## config.mk

```make
export PLATFORM = sky130hd
export DESIGN_NAME = eth_header_builder
export DESIGN_NICKNAME = d
export VERILOG_FILES = /design/src/rtl/eth_header_builder.sv
export SDC_FILE = /design/constraint.sdc
export NUM_CORES = 1
export LEC_CHECK = 0
export CAP_MARGIN = 25
export CORE_MARGIN = 10
export CORE_UTILIZATION = 35
export CTS_BUF_LIST = sky130_fd_sc_hd__clkbuf_16
export CTS_CLUSTER_SIZE = 8
export DETAILED_ROUTE_END_ITERATION = 7
export SYNTH_ARGS = -nofsm -noshare
export SYNTH_HDL_FRONTEND = slang
export SYNTH_SLANG_ARGS = --single-unit
```

## constraint.sdc

```tcl
create_clock -name clk -period 5.2 [get_ports clk]
set_clock_uncertainty 0.05 [all_clocks]
set_input_delay 0.78 -clock clk [delete_from_list [all_inputs] [get_ports clk]]
set_output_delay 0.78 -clock clk [all_outputs]
set_load 0.01 [all_outputs]
```

## src/rtl/eth_header_builder.sv

```systemverilog
// Purpose: serialise an Ethernet header (DA, SA, optional 802.1Q tag, EtherType) ahead of a payload stream, zero-padding to a minimum length.
// Latency: first header byte is valid the cycle after descriptor acceptance; payload is a combinational pass-through.
// Backpressure: tx_ready stalls the header/pad bytes (held stable) and is forwarded to pl_ready during payload.
module eth_header_builder #(
    parameter logic [15:0] VLAN_TPID = 16'h8100,
    parameter bit          PAD_EN    = 1'b1,
    parameter int          MIN_FRAME = 60
) (
    input  logic        clk,
    input  logic        rst,
    input  logic        hdr_valid,
    output logic        hdr_ready,
    input  logic [47:0] dst_mac,
    input  logic [47:0] src_mac,
    input  logic [1:0]  proto_sel,
    input  logic [15:0] raw_ethertype,
    input  logic        vlan_en,
    input  logic [15:0] vlan_tci,
    input  logic [7:0]  pl_data,
    input  logic        pl_valid,
    input  logic        pl_last,
    output logic        pl_ready,
    output logic [7:0]  tx_data,
    output logic        tx_valid,
    output logic        tx_last,
    input  logic        tx_ready,
    output logic        busy
);

    typedef enum logic [1:0] {
        IDLE    = 2'd0,
        HDR     = 2'd1,
        PAYLOAD = 2'd2,
        PAD     = 2'd3
    } state_t;

    // Index of the final frame byte when the frame is exactly MIN_FRAME long.
    localparam logic [10:0] MIN_M1  = 11'(MIN_FRAME - 1);
    localparam logic [10:0] CNT_MAX = 11'd2047;

    state_t       state_q;
    state_t       state_d;
    logic         hdr_ready_q;
    logic         hdr_acc;
    logic [4:0]   hdr_idx;
    logic [4:0]   hdr_last_idx;
    logic [10:0]  byte_cnt;
    logic         pad_needed;
    logic         tx_fire;

    logic [47:0]  dst_q;
    logic [47:0]  src_q;
    logic [15:0]  etype_q;
    logic [15:0]  tci_q;
    logic         vlan_q;
    logic [15:0]  etype_sel;

    logic [143:0] hdr_vec;
    logic [143:0] hdr_shift;
    logic [7:0]   hdr_byte;

    assign hdr_ready    = hdr_ready_q;
    assign busy         = (state_q != IDLE);
    assign tx_fire      = tx_valid && tx_ready;
    assign hdr_last_idx = vlan_q ? 5'd17 : 5'd13;
    // Padding is only required when the payload ends before the minimum-length byte.
    assign pad_needed   = PAD_EN && (byte_cnt < MIN_M1);

    // Resolve the EtherType from the protocol class at descriptor time.
    always_comb begin
        etype_sel = raw_ethertype;
        case (proto_sel)
            2'b00:   etype_sel = 16'h0800;
            2'b01:   etype_sel = 16'h86DD;
            2'b10:   etype_sel = 16'h0806;
            default: etype_sel = raw_ethertype;
        endcase
    end

    // Header laid out MSB-first; the current byte is the top byte after shifting by hdr_idx.
    always_comb begin
        if (vlan_q) begin
            hdr_vec = {dst_q, src_q, VLAN_TPID, tci_q, etype_q};
        end else begin
            hdr_vec = {dst_q, src_q, etype_q, 32'h0000_0000};
        end
        hdr_shift = hdr_vec << {hdr_idx, 3'b000};
        hdr_byte  = hdr_shift[143:136];
    end

    // Next-state and output decode.
    always_comb begin
        state_d  = state_q;
        hdr_acc  = 1'b0;
        tx_data  = 8'h00;
        tx_valid = 1'b0;
        tx_last  = 1'b0;
        pl_ready = 1'b0;
        case (state_q)
            IDLE: begin
                if (hdr_valid && hdr_ready_q) begin
                    hdr_acc = 1'b1;
                    state_d = HDR;
                end
            end
            HDR: begin
                tx_valid = 1'b1;
                tx_data  = hdr_byte;
                if (tx_ready && (hdr_idx == hdr_last_idx)) begin
                    state_d = PAYLOAD;
                end
            end
            PAYLOAD: begin
                tx_data  = pl_data;
                tx_valid = pl_valid;
                pl_ready = tx_ready;
                tx_last  = pl_last && !pad_needed;
                if (pl_valid && tx_ready && pl_last) begin
                    state_d = pad_needed ? PAD : IDLE;
                end
            end
            PAD: begin
                tx_valid = 1'b1;
                tx_data  = 8'h00;
                tx_last  = (byte_cnt == MIN_M1);
                if (tx_ready && (byte_cnt == MIN_M1)) begin
                    state_d = IDLE;
                end
            end
            default: state_d = IDLE;
        endcase
    end

    // State register; hdr_ready is registered so it stays low through reset and rises one edge later.
    always_ff @(posedge clk or posedge rst) begin
        if (rst) begin
            state_q     <= IDLE;
            hdr_ready_q <= 1'b0;
        end else begin
            state_q     <= state_d;
            hdr_ready_q <= (state_d == IDLE);
        end
    end

    // Header index and saturating frame byte counter.
    always_ff @(posedge clk or posedge rst) begin
        if (rst) begin
            hdr_idx  <= 5'd0;
            byte_cnt <= 11'd0;
        end else if (hdr_acc) begin
            hdr_idx  <= 5'd0;
            byte_cnt <= 11'd0;
        end else begin
            if ((state_q == HDR) && tx_ready) begin
                hdr_idx <= hdr_idx + 5'd1;
            end
            if (tx_fire && (byte_cnt != CNT_MAX)) begin
                byte_cnt <= byte_cnt + 11'd1;
            end
        end
    end

    // Descriptor capture on acceptance; held for the whole frame.
    always_ff @(posedge clk or posedge rst) begin
        if (rst) begin
            dst_q   <= 48'h0;
            src_q   <= 48'h0;
            etype_q <= 16'h0;
            tci_q   <= 16'h0;
            vlan_q  <= 1'b0;
        end else if (hdr_acc) begin
            dst_q   <= dst_mac;
            src_q   <= src_mac;
            etype_q <= etype_sel;
            tci_q   <= vlan_tci;
            vlan_q  <= vlan_en;
        end
    end

endmodule

```

==> summary.txt, run 1 <==
Clock tree
  • Cts hold-fix bufs: 0
  • Clock Tree Root: clkbuf_16
  • Later-pin clock latency in the skew report: ~420 ps
  • Post-CTS Resized: 0
  • CTS tree: yes
  • Total CTS buffers: 17
  • Clock tree sinks: 148
  • Max Root-Sink Buffers: 2
  • Setup Fix Bufs, Post-CTS: 0
  • H-Tree Depth: 4
  • Worst-path clk slew: approximately 60 ps

Final layout
  • Area grow syn2layout: 31.2%
  • Layout cells sized above 1: 6.04%
  • Antenna cells: 0
  • # nets final: ~1100

Run
  • Max Cap Viol: 0

Synth
  • Post-synthesis simple-gate area fraction: 25.7%
  • Main combinational cell family by area after synthesis: simple AND/OR/NAND/NOR gates
  • Async set-reset flop share out of synthesis: 100%
  • Mux share of post-synthesis cell area: 9.33%
  • Synth warn: 0
  • Mapped Avg Cell Area: 8.81 um^2
  • Post-Synth Adder-Cell Area: 2.00%
  • Most used DFF post-synth: dfrtp_1
  • #FFs+latches synth: 148
  • Post-synthesis cell area: 7510 um^2
  • Synthesized instance count: 853
  • Largest cells by area after synthesis: dfrtp_1 49%, nand2_1 19%, mux4_2 4.2%, mux2i_1 4.1%, ha_1 2.0%
  • Post-synth top area share: 49.3%
  • Library cells used by synthesis: 53
  • Syn nets: 1010
  • EDFF count, synth: 0
  • Post-synthesis compound-gate area fraction: approximately 8.5%
  • Post-synthesis sequential area ratio: between 40% and 50%
  • Synth Area in XOR/XNOR: 1.28%
  • Synth area leader: dfrtp_1

Timing
  • Setup violations, final: 0
  • RSZ-0062 raised after global routing: false
  • Fmax: 0.242 GHz
  • Final hold vios: 0
  • Final Max Tran Viols: 0
  • Final Cycle Share: 79.5%
  • Worst Tran Pin Value: 920 ps
  • TNS Setup: 0 ps
  • Final min period: just over 4000 ps
  • Worst setup margin: ~1100 ps
  • Slew headroom: 38.7%

Setup path
  • Slowest stage cell, crit path: dfrtp_2
  • Crit end category: output pin
  • Crit Path Max Fanout: 41
  • Delay-heaviest family, CP: flip-flops
  • Buf/Inv on CP: 1
  • Crit Path Category: reg -> out
  • CP cell instances: nand2_1 -> o221ai_1 -> o21ai_0 -> mux2_2 -> a21oi_1 -> clkdlybuf4s50_1
  • Largest stage delay, worst path: 970 ps
  • Worst EP required: between 4000 and 5000 ps
  • Worst Path Arrival: 3300 ps
  • Type of origin of the critical path: flop

Route
  • Total Wirelength: 22500 um
  • Remaining DRCs: 0
  • Routed len/inst: 17.7 um
  • Routed vias/inst: 4.97
  • Drt first pass iters: 5
  • Number of DRC markers in iteration 0: 505
  • DR vias: 6302
  • Routed Antenna Nets: 0

Global routing
  • GR Util All Layers: 16.2%
  • Largest net degree at the start of global routing: 79
  • Initial antenna violation count: 0
  • First-pass GRT wire length: 36100 um
  • Vias in the first global route: 6480
  • GRT overflow: 0

Power
  • Power density cells: 515 nW/um^2
  • Worst vdd ir: 0.289 mV
  • Leakage power: ~4.6 nW

Min path
  • HP Class: reg -> reg

Place
  • Dpl ws: 1520 ps
  • Hpwl dp: 16800 um
  • Input/output buffers: approximately 160
  • Final GP Congestion: 0.853

Die
  • Die X: 167 um
  • Die area: 27700 um^2
  • IO Pins: between 150 and 200
  • Die span in y: 167 um
  • Core Rows: between 50 and 60
  • Initial core utilization: 35.6%
  • Core Area: 21100 um^2

Outcome
  • Status: finished, final reports clean
## stage by stage
stage                     area [um^2]  power, mW  cells  hold WS [ps]  util [%]
after detailed placement         9290       3.91   1237           412      44.1
final                            9860       5.07   1269           421      46.8
after CTS                        9860       5.11   1269           428      46.8
after global routing             9860       5.45   1269           440      46.8
after floorplan                  7510       3.21    853           387         -
after global placement           9290       3.87   1237           407      44.1
## cell usage in the layout (no fill, tap or decap), types with 5 or more instances in the layout
cell             instances
dfrtp_1                146
nand3_1                 13
clkbuf_16               17
clkdlybuf4s50_1        157
a211oi_1                 6
inv_1                   12
nor3_1                   8
o21ai_0                 26
a31oi_1                  6
and2_1                   7
o21a_1                   5
nand2b_1                 5
mux4_2                  14
a21oi_1                 18
o22ai_1                  6
mux2i_1                 31
nand2_1                385
xnor2_1                  8
o211ai_1                 7
nor2_1                  23
ha_1                    12
nand4_1                  8
## cell families (layout without fill, tap and decap cells)
kind of cell | count (synthesis) | count (layout)
xor gates and xnor gates | 11 | 11
AOI/OAI and AO/OA | 97 | 97
adders and majority gates | 12 | 12
and+or+nand+nor | 470 | 470
DFF | 148 | 148
muxes | 49 | 49
buffers and inverters | 66 | 207
## metal layers
layer	track usage [%]	vias to the layer above	part of all wire [%]
met5	0	-	0
met4	6.11	0	2.2
met3	4.59	33	6.2
met2	24.4	182	46
met1	21.5	2987	45
li1	-	3100	-
## worst paths after layout
path	cells past startpoint	endpoint	startpoint	slack (ps)
hold / removal	2	tci_q[1]$_DFFE_PP0P_	tci_q[1]$_DFFE_PP0P_	420
max in group asynchronous	3	byte_cnt[10]$_DFFE_PP0P_	rst	3300
hold reg to reg	2	tci_q[1]$_DFFE_PP0P_	tci_q[1]$_DFFE_PP0P_	420
setup / recovery	6	tx_data[4]	hdr_idx[1]$_DFFE_PP0P_	1070
setup reg to reg	7	byte_cnt[9]$_DFFE_PP0P_	state_q[0]$_DFF_PP0_	2720
min in group asynchronous	2	src_q[3]$_DFFE_PP0P_	rst	760
## area by class of cell
cell class / count / area, um^2
well taps: 275 / 344
multi-input cells: 639 / 3530
fillers: 2077 / 11200
clock buffers: 17 / 425
repair buffers: 164 / 1660
inverters: 11 / 46.3
flip-flops and latches: 148 / 3710
clock inverters: 15 / 143
## state kept, by name, summed over array words and instances (netlist names)
register and flops:
hdr_ready 1, tci_q 16, vlan_q 1, hdr_idx 5
src_q 48, etype_q 16, state_q 2, byte_cnt 11
dst_q 48
## report_power, final
group	leakage, nW	internal, mW	switching [mW]
registers	1.89	1.63	0.417
clock network	0.277	0.699	0.485
logic	2.41	0.861	0.981
## Yosys cell counts (3+ instances only)
| library cell | count |
|---|---|
| and2_1 | 7 |
| xor2_1 | 3 |
| a211oi_1 | 6 |
| mux4_2 | 14 |
| o221ai_1 | 4 |
| nor2_1 | 24 |
| nor4_1 | 3 |
| inv_1 | 11 |
| nand4_1 | 8 |
| ha_1 | 12 |
| a31oi_1 | 6 |
| a32o_1 | 4 |
| nand3_1 | 14 |
| nand2b_1 | 5 |
| buf_2 | 7 |
| mux2i_1 | 31 |
| buf_1 | 7 |
| nor3_1 | 8 |
| o21a_1 | 5 |
| o21ai_0 | 26 |
| buf_6 | 4 |
| nor2b_1 | 4 |
| xnor2_1 | 8 |
| o22ai_1 | 6 |
| o211ai_1 | 7 |
| o2111ai_1 | 3 |
| dfrtp_1 | 148 |
| clkbuf_1 | 34 |
| nand2_1 | 385 |
| a21oi_1 | 18 |
## worst register-to-register path, delay by kind of cell (launching register included)
kind	cells	cell delay, ps
simple gates	2	670
compound gates	3	640
fa+ha+maj	1	470
flops	1	410
buf+inv	1	120
(Power assumes the default switching activity.)
==> inputs of run 2 (changes only) <==
clock period = 3.8 ns   (was 5.2 ns; I/O delays follow)
==> summary.txt, run 2 (synthesized netlist as in run 1, its figures left out) <==
Outcome
  • Status: finished, final reports clean

Route
  • Routed vias/inst: approximately 5
  • Number of DRC markers in iteration 0: approximately 550
  • DR vias: 6383
  • Total Wirelength: around 23000 um
  • Routed len/inst: 18.0 um
  • Drt first pass iters: 5
  • Remaining DRCs: 0
  • Routed Antenna Nets: 0

Timing
  • TNS Setup: 0 ps
  • Final min period: 3600 ps
  • Final Cycle Share: 94.8%
  • Setup violations, final: 0
  • Worst setup margin: 198 ps
  • Slew headroom: 56.2%
  • RSZ-0062 raised after global routing: false
  • Worst Tran Pin Value: 652 ps
  • Final Max Tran Viols: 0
  • Final hold vios: 0
  • Hold slack final: 423 ps
  • Fmax: roughly 0.28 GHz

Setup path
  • Launching point of the worst reg2reg path: state_q[0]$_DFF_PP0_
  • Setup crit start: hdr_idx[1]$_DFFE_PP0P_
  • Slowest stage cell, crit path: dfrtp_2
  • Worst Path Arrival: about 3000 ps
  • Crit end category: output pin
  • Reg2reg setup slack: 1320 ps
  • Crit path to: tx_data[4]
  • Type of origin of the critical path: flop
  • Critical path depth: 6
  • R2r endpoint: byte_cnt[9]$_DFFE_PP0P_
  • Crit Path Category: reg -> out
  • Worst EP required: about 3200 ps
  • Largest stage delay, worst path: about 650 ps
  • Buf/Inv on CP: 2
  • Delay-heaviest family, CP: buffers and inverters
  • CP cell instances: buf_4 -> mux4_2 -> mux2i_1 -> mux2_2 -> a21oi_1 -> clkdlybuf4s50_1
  • Worst r2r path cells: 7
  • Crit Path Max Fanout: 24

Die
  • Initial core utilization: around 36%
  • Core Rows: 53
  • Die area: 27700 um^2
  • Die X: 167 um
  • IO Pins: 158
  • Core Area: 21100 um^2
  • Die span in y: 167 um

Clock tree
  • Clock Tree Root: clkbuf_16
  • Clock tree sinks: 148
  • CTS tree: yes
  • Worst-path clk slew: 60 ps
  • H-Tree Depth: 4
  • Total CTS buffers: 17
  • Cts hold-fix bufs: 0
  • Max Root-Sink Buffers: 2
  • Later-pin clock latency in the skew report: between 400 and 500 ps

Global routing
  • Vias in the first global route: 6385
  • M2 GR Usage: 25.6%
  • First-pass GRT wire length: 36300 um
  • Layer carrying the most global-route usage: met2
  • Met3 GRT Util: 4.19%
  • Largest net degree at the start of global routing: 96
  • Initial antenna violation count: 0
  • GR Util All Layers: between 10% and 20%
  • GRT overflow: 0
  • M1 GR Usage: ~22%

Final layout
  • Layout cells sized above 1: 6.81%
  • # nets final: 1144
  • Antenna cells: 0
  • Most frequent cells in the layout: 385 x nand2_1, 157 x clkdlybuf4s50_1, 146 x dfrtp_1
  • Final Instance Area: 9940 um^2
  • Most common cell after layout, fill and taps aside: nand2_1
  • Area grow syn2layout: 32.3%
  • Fill cell count: 2084
  • Biggest regs: dst_q x48, src_q x48

Place
  • Dpl ws: 492 ps
  • Input/output buffers: about 160
  • Final GP Congestion: 0.903
  • Hpwl dp: 17200 um
  • DP Area: 9340 um^2

Power
  • Leakage power: 4.61 nW
  • NetSw: 2.63 mW
  • Power density cells: 706 nW/um^2
  • Switching share of power: 37.5%
  • Flop pwr share: 40.1%
  • Gate power share: 36.2%
  • Clk network pwr share: 23.8%
  • Worst vdd ir: approximately 0.29 mV
  • Internal power: 4.39 mW

Min path
  • HP Class: reg -> reg
  • Worst Min Path Start: dst_q[11]$_DFFE_PP0P_

Run
  • Max Cap Viol: 0
-- run 2: cell types whose count changed in the layout (fill, tap and decap cells not counted), sizes merged --
cell	change
inv	+1
clkinv	-2
buf	+6
-- run 2: tightest hold or removal path: stages, from the launching register on --
cell	delay, ps
dfrtp_1	340
nand2_1	50
nand2_1	50
-- run 2: worst min-delay path by stage --
stage,to,slack [ps],cells after the start
3_3_place_gp,src_q[35]$_DFFE_PP0P_,410,2
6_report,dst_q[11]$_DFFE_PP0P_,420,2
2_1_floorplan,dst_q[3]$_DFFE_PP0P_,390,2
5_1_grt,src_q[47]$_DFFE_PP0P_,450,2
4_1_cts,dst_q[13]$_DFFE_PP0P_,430,2
3_5_place_dp,dst_q[11]$_DFFE_PP0P_,410,2
-- run 2: final cells by class --
cell class | count | area, um^2 | share of cell area [%]
flip-flops and latches | 148 | 3710 | 37.3
multi-input cells | 639 | 3530 | 35.6
repair buffers | 170 | 1730 | 17.4
clock buffers | 17 | 425 | 4.28
well taps | 275 | 344 | 3.46
clock inverters | 14 | 153 | 1.54
inverters | 11 | 45.0 | 0.453
-- run 2: repair_timing --
item / 4_1_cts / 5_1_grt
buffers inserted: 0 / 0
setup endpoints to repair: 0 / 5
hold endpoints to repair: 0 / 0
resized for setup: 0 / 1
-- run 2: power by group through the flow --
stage                     Sequential (mW)  Combinational [mW]  Clock, mW
final                                2.81                2.54       1.67
after global routing                 2.88                2.84       1.77
after CTS                            2.80                2.55       1.70
after detailed placement             2.81                2.55          0
after global placement               2.85                2.47          0
after floorplan                      2.51                1.89          0
-- run 2: per-layer routing --
| metal | vias up | part of all wire [%] |
|---|---|---|
| met5 | - | 0 |
| met4 | 0 | 1.2 |
| met3 | 18 | 5.4 |
| met2 | 165 | 48 |
| met1 | 3093 | 46 |
| li1 | 3107 | - |
-- run 2: stage by stage --
| step | total power [mW] | cells | util [%] |
|---|---|---|---|
| after floorplan | 4.40 | 853 | - |
| after detailed placement | 5.36 | 1242 | 44.3 |
| final | 7.02 | 1274 | 47.1 |
| after global placement | 5.32 | 1242 | 44.3 |
| after global routing | 7.49 | 1274 | 47.1 |
| after CTS | 7.05 | 1273 | 47.0 |
